===== src/rtl/evm_pkg.sv =====
// Shared types and helpers for the EVM ballot unit.
package evm_pkg;

    // Ballot controller states.
    typedef enum logic [2:0] {
        ST_IDLE    = 3'd0,
        ST_ARMED   = 3'd1,
        ST_ACCEPT  = 3'd2,
        ST_LOCKOUT = 3'd3,
        ST_SCAN    = 3'd4,
        ST_RESULT  = 3'd5
    } evm_state_t;

    // Width needed to index n items, never less than one bit.
    function automatic int idx_width(input int n);
        return (n < 2) ? 1 : $clog2(n);
    endfunction

endpackage


===== src/rtl/evm_button_debounce.sv =====
// One candidate button: 2-FF synchroniser followed by a debounce counter.
// The debounced level flips only after DEBOUNCE_CYCLES consecutive
// synchronised samples disagree with it; rise pulses for one cycle on 0->1.
module evm_button_debounce
    import evm_pkg::*;
#(
    parameter int DEBOUNCE_CYCLES = 16
) (
    input  logic clk,
    input  logic rst_n,
    input  logic raw,
    output logic level,
    output logic rise
);

    localparam int CNT_W = idx_width(DEBOUNCE_CYCLES);
    localparam logic [CNT_W-1:0] CNT_LAST = CNT_W'(DEBOUNCE_CYCLES - 1);

    logic [1:0]       sync;
    logic [CNT_W-1:0] cnt;

    // Bring the asynchronous button into the clock domain.
    // NOTE: registers are written with <= so every flop samples the pre-edge
    // value; blocking writes here would collapse the two sync stages into one.
    always_ff @(posedge clk or negedge rst_n) begin
        if (!rst_n) begin
            sync <= '0;
        end else begin
            sync <= {sync[0], raw};
        end
    end

    // Count consecutive disagreeing samples; flip the level when the run is long enough.
    always_ff @(posedge clk or negedge rst_n) begin
        if (!rst_n) begin
            cnt   <= '0;
            level <= 1'b0;
            rise  <= 1'b0;
        end else begin
            rise <= 1'b0;
            if (sync[1] != level) begin
                if (cnt == CNT_LAST) begin
                    cnt   <= '0;
                    level <= sync[1];
                    rise  <= sync[1];
                end else begin
                    cnt <= cnt + 1'b1;
                end
            end else begin
                cnt <= '0;
            end
        end
    end

endmodule


===== src/rtl/evm_ballot_unit.sv =====
// EVM voting core: debounced candidate buttons, one vote per armed ballot,
// saturating per-candidate tallies and a sequential winner scan.
module evm_ballot_unit
    import evm_pkg::*;
#(
    parameter int  NUM_CAND        = 4,
    parameter int  CNT_W           = 8,
    parameter int  DEBOUNCE_CYCLES = 16,
    parameter int  LOCKOUT_CYCLES  = 8,
    localparam int IDX_W           = idx_width(NUM_CAND),
    localparam int TOT_W           = CNT_W + IDX_W
) (
    input  logic                clk,
    input  logic                rst_n,
    input  logic                mode,
    input  logic [NUM_CAND-1:0] buttons,
    input  logic                ballot_arm,
    output logic                ballot_ready,
    output logic                vote_ack,
    output logic                vote_reject,
    output logic [IDX_W-1:0]    vote_idx,
    output logic [TOT_W-1:0]    total_votes,
    output logic                overflow,
    output logic                result_valid,
    output logic [IDX_W-1:0]    winner_idx,
    output logic [NUM_CAND-1:0] winner_onehot,
    output logic [CNT_W-1:0]    winning_votes,
    output logic                tie,
    output logic                no_votes
);

    localparam int LOCK_W = idx_width(LOCKOUT_CYCLES);
    localparam logic [LOCK_W-1:0] LOCK_LAST = LOCK_W'(LOCKOUT_CYCLES - 1);
    localparam logic [IDX_W-1:0]  SCAN_LAST = IDX_W'(NUM_CAND - 1);
    localparam logic [CNT_W-1:0]  TALLY_MAX = '1;

    evm_state_t          state, next_state;

    logic [NUM_CAND-1:0] level;
    logic [NUM_CAND-1:0] rise;
    logic                press_any;
    logic                press_one;
    logic                press_multi;
    logic [IDX_W-1:0]    press_idx;

    logic [LOCK_W-1:0]   lock_cnt;
    logic [CNT_W-1:0]    tally [NUM_CAND];

    logic                scan_start;
    logic [IDX_W-1:0]    scan_idx;
    logic [IDX_W-1:0]    best_idx;
    logic [CNT_W-1:0]    best_val;
    logic                best_tie;
    logic [CNT_W-1:0]    cand_val;
    logic [IDX_W-1:0]    step_idx;
    logic [CNT_W-1:0]    step_val;
    logic                step_tie;

    // One debouncer per candidate button.
    for (genvar g = 0; g < NUM_CAND; g++) begin : g_btn
        evm_button_debounce #(
            .DEBOUNCE_CYCLES(DEBOUNCE_CYCLES)
        ) u_debounce (
            .clk  (clk),
            .rst_n(rst_n),
            .raw  (buttons[g]),
            .level(level[g]),
            .rise (rise[g])
        );
    end

    // Classify this cycle's press events: none, exactly one (with its index), or several.
    // NOTE: every signal written in an always_comb gets a default first so no
    // path leaves it unassigned and no latch is inferred.
    always_comb begin
        press_any   = 1'b0;
        press_multi = 1'b0;
        press_idx   = '0;
        for (int i = 0; i < NUM_CAND; i++) begin
            if (rise[i]) begin
                if (press_any) begin
                    press_multi = 1'b1;
                end else begin
                    press_any = 1'b1;
                    press_idx = IDX_W'(i);
                end
            end
        end
        press_one = press_any && !press_multi;
    end

    // Ballot controller next state; result mode always takes priority over voting.
    always_comb begin
        next_state  = state;
        vote_reject = 1'b0;
        case (state)
            ST_IDLE: begin
                if (mode)            next_state = ST_SCAN;
                else if (ballot_arm) next_state = ST_ARMED;
            end
            ST_ARMED: begin
                if (mode) begin
                    next_state = ST_SCAN;
                end else if (press_multi) begin
                    vote_reject = 1'b1;
                    next_state  = ST_LOCKOUT;
                end else if (press_one) begin
                    next_state = ST_ACCEPT;
                end
            end
            ST_ACCEPT: begin
                next_state = mode ? ST_SCAN : ST_LOCKOUT;
            end
            ST_LOCKOUT: begin
                if (mode)                                  next_state = ST_SCAN;
                else if (level == '0 && lock_cnt == LOCK_LAST) next_state = ST_IDLE;
            end
            ST_SCAN: begin
                if (scan_idx == SCAN_LAST) next_state = ST_RESULT;
            end
            ST_RESULT: begin
                if (!mode) next_state = ST_IDLE;
            end
            default: next_state = ST_IDLE;
        endcase
    end

    // State register.
    always_ff @(posedge clk or negedge rst_n) begin
        if (!rst_n) state <= ST_IDLE;
        else        state <= next_state;
    end

    // Count idle cycles after every button is released; any press restarts the wait.
    always_ff @(posedge clk or negedge rst_n) begin
        if (!rst_n) begin
            lock_cnt <= '0;
        end else if (state == ST_LOCKOUT && level == '0) begin
            lock_cnt <= lock_cnt + 1'b1;
        end else begin
            lock_cnt <= '0;
        end
    end

    // Remember which candidate the accepted ballot selected.
    always_ff @(posedge clk or negedge rst_n) begin
        if (!rst_n) begin
            vote_idx <= '0;
        end else if (state == ST_ARMED && next_state == ST_ACCEPT) begin
            vote_idx <= press_idx;
        end
    end

    // Commit an accepted vote: saturating tally, running total, sticky overflow.
    // NOTE: the tally array is a small register file whose contents must read
    // zero after reset, so it is cleared in the reset branch rather than left to a RAM.
    always_ff @(posedge clk or negedge rst_n) begin
        if (!rst_n) begin
            for (int i = 0; i < NUM_CAND; i++) tally[i] <= '0;
            total_votes <= '0;
            overflow    <= 1'b0;
        end else if (state == ST_ACCEPT) begin
            total_votes <= total_votes + 1'b1;
            if (tally[vote_idx] == TALLY_MAX) begin
                overflow <= 1'b1;
            end else begin
                tally[vote_idx] <= tally[vote_idx] + 1'b1;
            end
        end
    end

    // One scan step: a strictly larger tally takes the lead; an equal nonzero one marks a tie.
    always_comb begin
        cand_val = tally[scan_idx];
        step_idx = best_idx;
        step_val = best_val;
        step_tie = best_tie;
        if (cand_val > best_val) begin
            step_idx = scan_idx;
            step_val = cand_val;
            step_tie = 1'b0;
        end else if (cand_val == best_val && cand_val != '0) begin
            step_tie = 1'b1;
        end
    end

    assign scan_start = (next_state == ST_SCAN) && (state != ST_SCAN);

    // Walk the tallies one candidate per cycle, keeping the running best.
    always_ff @(posedge clk or negedge rst_n) begin
        if (!rst_n) begin
            scan_idx <= '0;
            best_idx <= '0;
            best_val <= '0;
            best_tie <= 1'b0;
        end else if (scan_start) begin
            scan_idx <= '0;
            best_idx <= '0;
            best_val <= '0;
            best_tie <= 1'b0;
        end else if (state == ST_SCAN) begin
            scan_idx <= scan_idx + 1'b1;
            best_idx <= step_idx;
            best_val <= step_val;
            best_tie <= step_tie;
        end
    end

    // Latch the final comparison as the reported result.
    always_ff @(posedge clk or negedge rst_n) begin
        if (!rst_n) begin
            winner_idx    <= '0;
            winning_votes <= '0;
            tie           <= 1'b0;
            no_votes      <= 1'b0;
        end else if (state == ST_SCAN && scan_idx == SCAN_LAST) begin
            winner_idx    <= step_idx;
            winning_votes <= step_val;
            tie           <= step_tie;
            no_votes      <= (step_val == '0);
        end
    end

    // Status flags and winner LED drive decoded from the current state.
    always_comb begin
        ballot_ready  = (state == ST_ARMED);
        vote_ack      = (state == ST_ACCEPT);
        result_valid  = (state == ST_RESULT);
        winner_onehot = '0;
        if (result_valid && !no_votes) winner_onehot[winner_idx] = 1'b1;
    end

endmodule


===== config.mk =====
export PLATFORM = sky130hd
export DESIGN_NAME = evm_ballot_unit
export DESIGN_NICKNAME = d
export VERILOG_FILES = /design/src/rtl/evm_pkg.sv /design/src/rtl/evm_button_debounce.sv /design/src/rtl/evm_ballot_unit.sv
export SDC_FILE = /design/constraint.sdc
export NUM_CORES = 1
export LEC_CHECK = 0
export BUFFER_PORTS_ARGS = -buffer_cell sky130_fd_sc_hd__buf_2
export CAP_MARGIN = 20
export CORE_MARGIN = 4
export CORE_UTILIZATION = 38
export CTS_CLUSTER_DIAMETER = 120
export DETAILED_ROUTE_END_ITERATION = 8
export PLACE_DENSITY_LB_ADDON = 0.1
export SKIP_LAST_GASP = 1
export SLEW_MARGIN = 20
export SYNTH_ARGS = -nofsm -noshare
export SYNTH_HDL_FRONTEND = slang
export SYNTH_HIERARCHICAL = 1
export SYNTH_SLANG_ARGS = --single-unit

===== constraint.sdc =====
create_clock -name clk -period 5.65 [get_ports clk]
set_input_delay 0.565 -clock clk [delete_from_list [all_inputs] [get_ports clk]]
set_output_delay 0.565 -clock clk [all_outputs]
set_load 0.02 [all_outputs]

==> qor.csv, run 1 <==
stage,metric,value,unit
route,ant_nets,0,
power_and_ir_drop,swShare,32.2,%
logic_synthesis,ys_async_sr_fraction,100,%
worst_setup_path,rr_endpoint,tally[9]$_DFFE_PN0P_,
logic_synthesis,syn_area,0.00532,mm²
worst_setup_path,crit_path_end_kind,flop,
global_route,grt_max_degree,72,
worst_setup_path,crit_path_start_kind,flop,
power_and_ir_drop,power_leakage,0.00289,µW
worst_setup_path,crit_path_start,vote_idx[0]$_DFFE_PN0P_,
worst_setup_path,r2r-start,vote_idx[0]$_DFFE_PN0P_,
global_route,grt_pass1_vias,3460,
floorplanning,num_rows,42,
clock_network,insertion_delay,350,ps
route,drc_errors,0,
logic_synthesis,synth.avg_cell_area,12.3,µm²
floorplanning,dieArea,0.0160,mm²
placed_design,pre_cts_ws,2370,ps
worst_setup_path,cp.required,5880,ps
logic_synthesis,synth.yosys.seq_area_share,50.8,%
route,drt_iter0_markers,185,
worst_setup_path,rrSetupSlack,2400,ps
worst_setup_path,arrival,3490,ps
sta,hold_viol,0,
sta,setup_ws,2400,ps
logic_synthesis,yosysWarnings,6,
logic_synthesis,synth_top_area_share,50.8,%
sta,worstMarginPinSlew,913,ps
sta,setup_viol,0,
placed_design,hpwl,7150,µm
sta,timing.final.crit_share,57.6,%
clock_network,cts_resized,0,
logic_synthesis,ys_ff_latch,108,
route,vias,3422,
sta,tns,0,ps
sta,fmax,307,MHz
cells_and_area,drive_gt1_share,24.7,%
global_route,grt_use_total,13.9,%
sta,hold_ws,172,ps
power_and_ir_drop,p_clk_share,30.4,%
floorplanning,die_w,126,µm
global_route,gr-total-overflow,0,
sta,slew_headroom,39.1,%
route,vias_per_cell,5.24,
power_and_ir_drop,pwr-share-seq,45.3,%
sta,rsz0062_at_grt,no,
floorplanning,die_h,126,µm
power_and_ir_drop,switching_power,681,µW
global_route,grt_antenna_before_repair,0,
clock_network,clkTransAtPathRegs,70,ps
floorplanning,io_pins,41,
clock_network,cts-buffers-inserted,9,
hold_path,hold_class,input pin to async pin,
clock_network,cts_max_path_buffers,2,
cells_and_area,postLayoutCoreUtil,44.5,%
logic_synthesis,ys_top_cells_by_area,"dfrtp_1 (51%), mux2_2 (6.3%), ha_1 (4.0%)",
clock_network,cts_sinks,108,
clock_network,cts_tree,done,
power_and_ir_drop,p_comb_share,24.3,%
clock_network,htree_levels,3,
cells_and_area,final_cell_area,0.00599,mm²
cells_and_area,layout.nets,497,
placed_design,gp_congestion,0.836,
logic_synthesis,synth_enable_flop_cells,0,
sta,slew_viol_final,0,
power_and_ir_drop,pwr_density_cell,353,mW/mm²
global_route,grt_pass1_wl,17900,µm
cells_and_area,syn2layout_area_growth,12.7,%
flow_run,max-cap-violations,0,
clock_network,cts_setup_buffers,0,
status,status,completed,
route,wl_per_cell,15.8,µm
placed_design,post_dp_cell_area,0.00569,mm²
logic_synthesis,syn_nets,459,
clock_network,hold_buffers,0,
cells_and_area,layout_commonest_cell,dfrtp_1,
sta,period_minus_slack,3250,ps
power_and_ir_drop,irDropWorstVdd,0.150,mV
cells_and_area,layout_common_cells,"dfrtp_1 (108), buf_2 (39), nor2_1 (32)",
logic_synthesis,synth_ff_type,dfrtp_1,
power_and_ir_drop,intPower,1430,µW
worst_setup_path,path_class,flop to flop,
logic_synthesis,synthCells,434,
route,wl,10400,µm
placed_design,port_buffers,40,
cells_and_area,antenna_cells,0,
floorplanning,coreArea,0.0135,mm²
worst_setup_path,reg2reg_depth,6,
floorplanning,initial_utilization,39.5,%
logic_synthesis,ys_types,51,
logic_synthesis,yosys.area.top_type,dfrtp_1,
sta,skew,7.57,ps
route,firstDrtPassIters,4,
worst_setup_path,path_max_fanout,16,
clock_network,cts_root_buf,clkbuf_16,
worst max path at each step:
| stage | slack (ps) | cells past startpoint | end |
|---|---|---|---|
| after floorplan | 2330 | 10 | best_val[7]$_DFFE_PN0P_ |
| after global placement | 2430 | 9 | no_votes$_DFFE_PN0P_ |
| after detailed placement | 2370 | 6 | tally[9]$_DFFE_PN0P_ |
| after CTS | 2340 | 6 | tally[9]$_DFFE_PN0P_ |
| after global routing | 2170 | 9 | best_val[3]$_DFFE_PN0P_ |
| final | 2400 | 6 | tally[9]$_DFFE_PN0P_ |
critical path, stage by stage, from the launching register on:
cell and delay [ps]:
dfrtp_1 870, mux4_1 740, ha_1 240, inv_1 140, nor3_4 100, nor4b_4 640, mux2_2 410
cell families after synthesis:
logic type | count (synthesis) | share of synthesized area, %
XOR/XNOR | 24 | 3.95
multiplexers | 62 | 17.0
AO/OA/AOI/OAI | 68 | 7.46
flip-flops | 108 | 50.8
buffers and inverters | 34 | 2.70
adder cells (fa/ha/maj) | 18 | 4.19
AND/OR/NAND/NOR | 120 | 13.9
cell type report:
type                            count  area (µm²)
Multi-Input combinational cell    292        2470
Sequential cell                   108        2700
Fill cell                        1291        7460
Clock buffer                       11         243
Inverter                           18        67.6
Clock inverter                      5        61.3
Tap cell                          176         220
Timing Repair Buffer               43         225
per-stage QoR:
stage,instances,total power (µW)
final,653,2110
after global routing,653,2240
after CTS,653,2150
after detailed placement,637,1500
after global placement,637,1490
after floorplan,434,1340
sequential cells by signal, summed over array words and instances, names as in the netlist:
name,count
best_idx,2
best_tie,1
best_val,8
g_btn.u_debounce/cnt,16
g_btn.u_debounce/level,4
g_btn.u_debounce/rise,4
g_btn.u_debounce/sync,8
lock_cnt,3
no_votes,1
overflow,1
scan_idx,2
state,3
tally,32
tie,1
total_votes,10
vote_idx,2
winner_idx,2
winning_votes,8
cells in the mapped netlist, drive strengths merged, types with 2 or more instances:
cell type and number:
nand3 15, mux4 16, nand4 3, a2111oi 2, a21o 2, clkbuf 12, nor4b 2, nor3 3
a22o 4, nor2b 8, dfrtp 108, nor4 6, and2 4, mux2i 12, nand2 23, nor2 32
and3 3, ha 17, inv 18, and4 2, o21ai 22, a21oi 30, nor3b 9, mux2 34
or3 3, xor2 6, buf 4, xnor2 18, nand4b 5
metal layers:
layer	part of all wire [%]	GRT usage, %
met1	48	19.2
met2	47	21.6
met3	3.7	4.12
met4	1.2	3.79
met5	0	0
power by group through the flow:
stage                     Combinational [µW]  Sequential (µW)  Clock, µW
after floorplan                          354              983          0
after global placement                   518              974          0
after detailed placement                 522              977          0
after CTS                                524              962        668
after global routing                     566              976        700
final                                    514              958        641
Power figures use the tool's default switching activity.
==> run 2: changes to the inputs <==
--- a/config.mk
+++ b/config.mk
@@ -5,6 +5,7 @@
 export SDC_FILE = /design/constraint.sdc
 export NUM_CORES = 1
 export LEC_CHECK = 0
+export ABC_AREA = 1
 export BUFFER_PORTS_ARGS = -buffer_cell sky130_fd_sc_hd__buf_2
 export CAP_MARGIN = 20
 export CORE_MARGIN = 4
==> constraint.sdc (replaced) <==
create_clock -name clk -period 3.31 [get_ports clk]
set_input_delay 0.331 -clock clk [delete_from_list [all_inputs] [get_ports clk]]
set_output_delay 0.331 -clock clk [all_outputs]
set_load 0.02 [all_outputs]
==> qor.csv, run 2 <==
stage,metric,value,unit
logic_synthesis,yosysMostFrequentCell,nand2_1,
cells_and_area,layout_commonest_cell,nand2_1,
power_and_ir_drop,switching_power,1620,µW
logic_synthesis,ys_top_cells_by_area,"dfrtp_1 (50%), nand2_1 (15%), inv_1 (4.1%)",
logic_synthesis,synthTopCellsByCount,"nand2_1 (223), dfrtp_1 (108), inv_1 (59)",
placed_design,hpwl,8930,µm
cells_and_area,final_cell_area,0.00613,mm²
power_and_ir_drop,pwr_density_cell,669,mW/mm²
worst_setup_path,path_class,flop to flop,
logic_synthesis,ys_types,32,
cells_and_area,antenna_cells,0,
cells_and_area,top_regs,"tally (32), g_btn.u_debounce/cnt (16), total_votes (10)",
sta,slew_headroom,64.1,%
clock_network,cts_setup_buffers,0,
sta,period_minus_slack,2780,ps
sta,slew_viol_final,0,
route,wl,12000,µm
cells_and_area,multi_input_area,0.00238,mm²
global_route,grt_antenna_before_repair,0,
clock_network,cts_tree,done,
cells_and_area,drive_gt1_share,15.1,%
cells_and_area,layout_common_cells,"nand2_1 (222), dfrtp_1 (108), inv_1 (59)",
sta,timing.final.crit_share,84.0,%
power_and_ir_drop,intPower,2480,µW
global_route,grt_max_degree,72,
hold_path,holdPathStages,1,
logic_synthesis,yosysWarnings,6,
cells_and_area,seq_area,0.00270,mm²
logic_synthesis,syn_area,0.00544,mm²
logic_synthesis,synth_top_area_share,49.7,%
placed_design,port_buffers,40,
worst_setup_path,rr_endpoint,no_votes$_DFFE_PN0P_,
worst_setup_path,rrSetupSlack,530,ps
power_and_ir_drop,p_clk_share,25.5,%
power_and_ir_drop,swShare,39.6,%
route,drt_iter0_markers,236,
worst_setup_path,cp.required,3610,ps
worst_setup_path,crit_path_end_kind,flop,
sta,fmax,360,MHz
global_route,grt_use_total,16.1,%
power_and_ir_drop,irDropWorstVdd,0.291,mV
floorplanning,dieArea,0.0163,mm²
power_and_ir_drop,pwr-share-seq,38.9,%
route,vias_per_cell,4.88,
hold_path,hold_class,input pin to flop,
route,firstDrtPassIters,4,
logic_synthesis,synth.yosys.seq_area_share,49.7,%
cells_and_area,largest_reg_flops,32,
clock_network,insertion_delay,350,ps
floorplanning,io_pins,41,
logic_synthesis,ys_async_sr_fraction,100,%
sta,hold_viol,0,
sta,hold_ws,75.4,ps
route,ant_nets,0,
worst_setup_path,crit_path_start_kind,flop,
sta,skew,7.48,ps
clock_network,cts_sinks,108,
logic_synthesis,synth_ff_type,dfrtp_1,
floorplanning,die_h,128,µm
power_and_ir_drop,power_leakage,0.00314,µW
route,wl_per_cell,13.5,µm
clock_network,clkTransAtPathRegs,70,ps
placed_design,gp_congestion,0.810,
cells_and_area,regMostFlops,tally,
floorplanning,num_rows,43,
worst_setup_path,r2r-start,scan_idx[1]$_DFFE_PN0P_,
clock_network,cts-buffers-inserted,9,
cells_and_area,syn2layout_area_growth,12.7,%
worst_setup_path,path_max_fanout,15,
sta,setup_viol,0,
clock_network,cts_max_path_buffers,2,
sta,tns,0,ps
placed_design,post_dp_cell_area,0.00584,mm²
global_route,gr-total-overflow,0,
worst_setup_path,reg2reg_depth,16,
global_route,grt_pass1_vias,4411,
hold_path,hold_end,g_btn[2].u_debounce/sync[0]$_DFF_PN0_,
global_route,grt_pass1_wl,21200,µm
status,status,completed,
cells_and_area,layout.nets,733,
clock_network,cts_root_buf,clkbuf_16,
logic_synthesis,ys_ff_latch,108,
flow_run,max-cap-violations,0,
cells_and_area,fill_cells,1416,
logic_synthesis,synthCells,667,
logic_synthesis,synth.avg_cell_area,8.16,µm²
route,vias,4358,
logic_synthesis,synth_enable_flop_cells,0,
floorplanning,die_w,128,µm
floorplanning,initial_utilization,39.1,%
sta,worstMarginPinSlew,537,ps
floorplanning,coreArea,0.0139,mm²
sta,rsz0062_at_grt,no,
logic_synthesis,yosys.area.top_type,dfrtp_1,
clock_network,htree_levels,3,
logic_synthesis,syn_nets,692,
hold_path,worstHoldStart,buttons[2],
power_and_ir_drop,p_comb_share,35.5,%
worst_setup_path,arrival,3080,ps
route,drc_errors,0,
## run 2: changes by cell type in the layout (fill, tap and decap cells not counted), sizes merged, moves of 16 or more
cell,before,now
nand2,23,228
o21ai,22,53
mux2,34,0
mux4,16,0
inv,18,75
nand3,15,55
## run 2: worst max path at each step
| stage | cells after the start | to | start |
|---|---|---|---|
| after floorplan | 18 | no_votes$_DFFE_PN0P_ | scan_idx[1]$_DFFE_PN0P_ |
| after global placement | 16 | no_votes$_DFFE_PN0P_ | scan_idx[1]$_DFFE_PN0P_ |
| after detailed placement | 16 | no_votes$_DFFE_PN0P_ | scan_idx[1]$_DFFE_PN0P_ |
| after CTS | 16 | no_votes$_DFFE_PN0P_ | scan_idx[1]$_DFFE_PN0P_ |
| after global routing | 16 | no_votes$_DFFE_PN0P_ | scan_idx[1]$_DFFE_PN0P_ |
| final | 16 | no_votes$_DFFE_PN0P_ | scan_idx[1]$_DFFE_PN0P_ |
## run 2: worst max-delay path: stages, from the launching register on
cell,delay [ps]
dfrtp_1,550
clkinv_1,150
a21oi_1,120
o21ai_0,90
nand2_1,110
inv_1,50
ha_1,280
nand2_1,50
nor2_1,140
nand4_1,300
nand2_2,350
nand2_1,80
o21ai_1,160
nand2_1,80
nor2_1,100
nand2_1,60
nand2_1,50
## run 2: stage by stage
step | total power (µW) | setup slack, ps | std cells | utilization (%)
finish | 4110 | 530 | 893 | 44.0
global placement | 3070 | 458 | 876 | 41.9
floorplan | 2680 | 802 | 667 | -
detailed placement | 3100 | 359 | 876 | 41.9
global route | 4470 | 71.9 | 893 | 44.0
CTS | 4160 | 335 | 893 | 44.0
## run 2: power groups by stage
stage / Sequential (µW) / Clock [µW] / Combinational (µW)
finish: 1600 / 1050 / 1460
global route: 1620 / 1140 / 1710
CTS: 1600 / 1090 / 1480
detailed placement: 1620 / 0 / 1480
global placement: 1620 / 0 / 1460
floorplan: 1670 / 0 / 1020
## run 2: cell type report
cell class	instances	area share [%]
multi-input cells	470	38.9
inverters	73	4.47
clock buffers	11	3.96
well taps	180	3.67
clock inverters	5	0.694
repair buffers	46	4.28
flip-flops and latches	108	44.1
## run 2: per-layer routing
layer,global-route usage [%],up-vias,part of all wire (%)
met5,0,-,0
met4,3.93,0,1.7
met2,26.8,75,48
met3,5.54,22,5.2
li1,-,2213,-
met1,20.4,2048,45
## run 2: kinds of logic (layout without fill, tap and decap cells)
kind of cell / after synthesis / after routing / share of synthesized area, %
and+or+nand+nor: 359 / 359 / 29.7
xor gates and xnor gates: 17 / 17 / 2.74
DFF: 108 / 108 / 49.7
buffers and inverters: 89 / 135 / 6.58
AOI/OAI and AO/OA: 77 / 77 / 7.40
adders and majority gates: 17 / 17 / 3.91
## run 2: repair_timing
action,CTS,global route
gates resized for setup,0,2
hold endpoints to repair,37,0
endpoints found under the setup margin,0,1
hold buffers,1,0
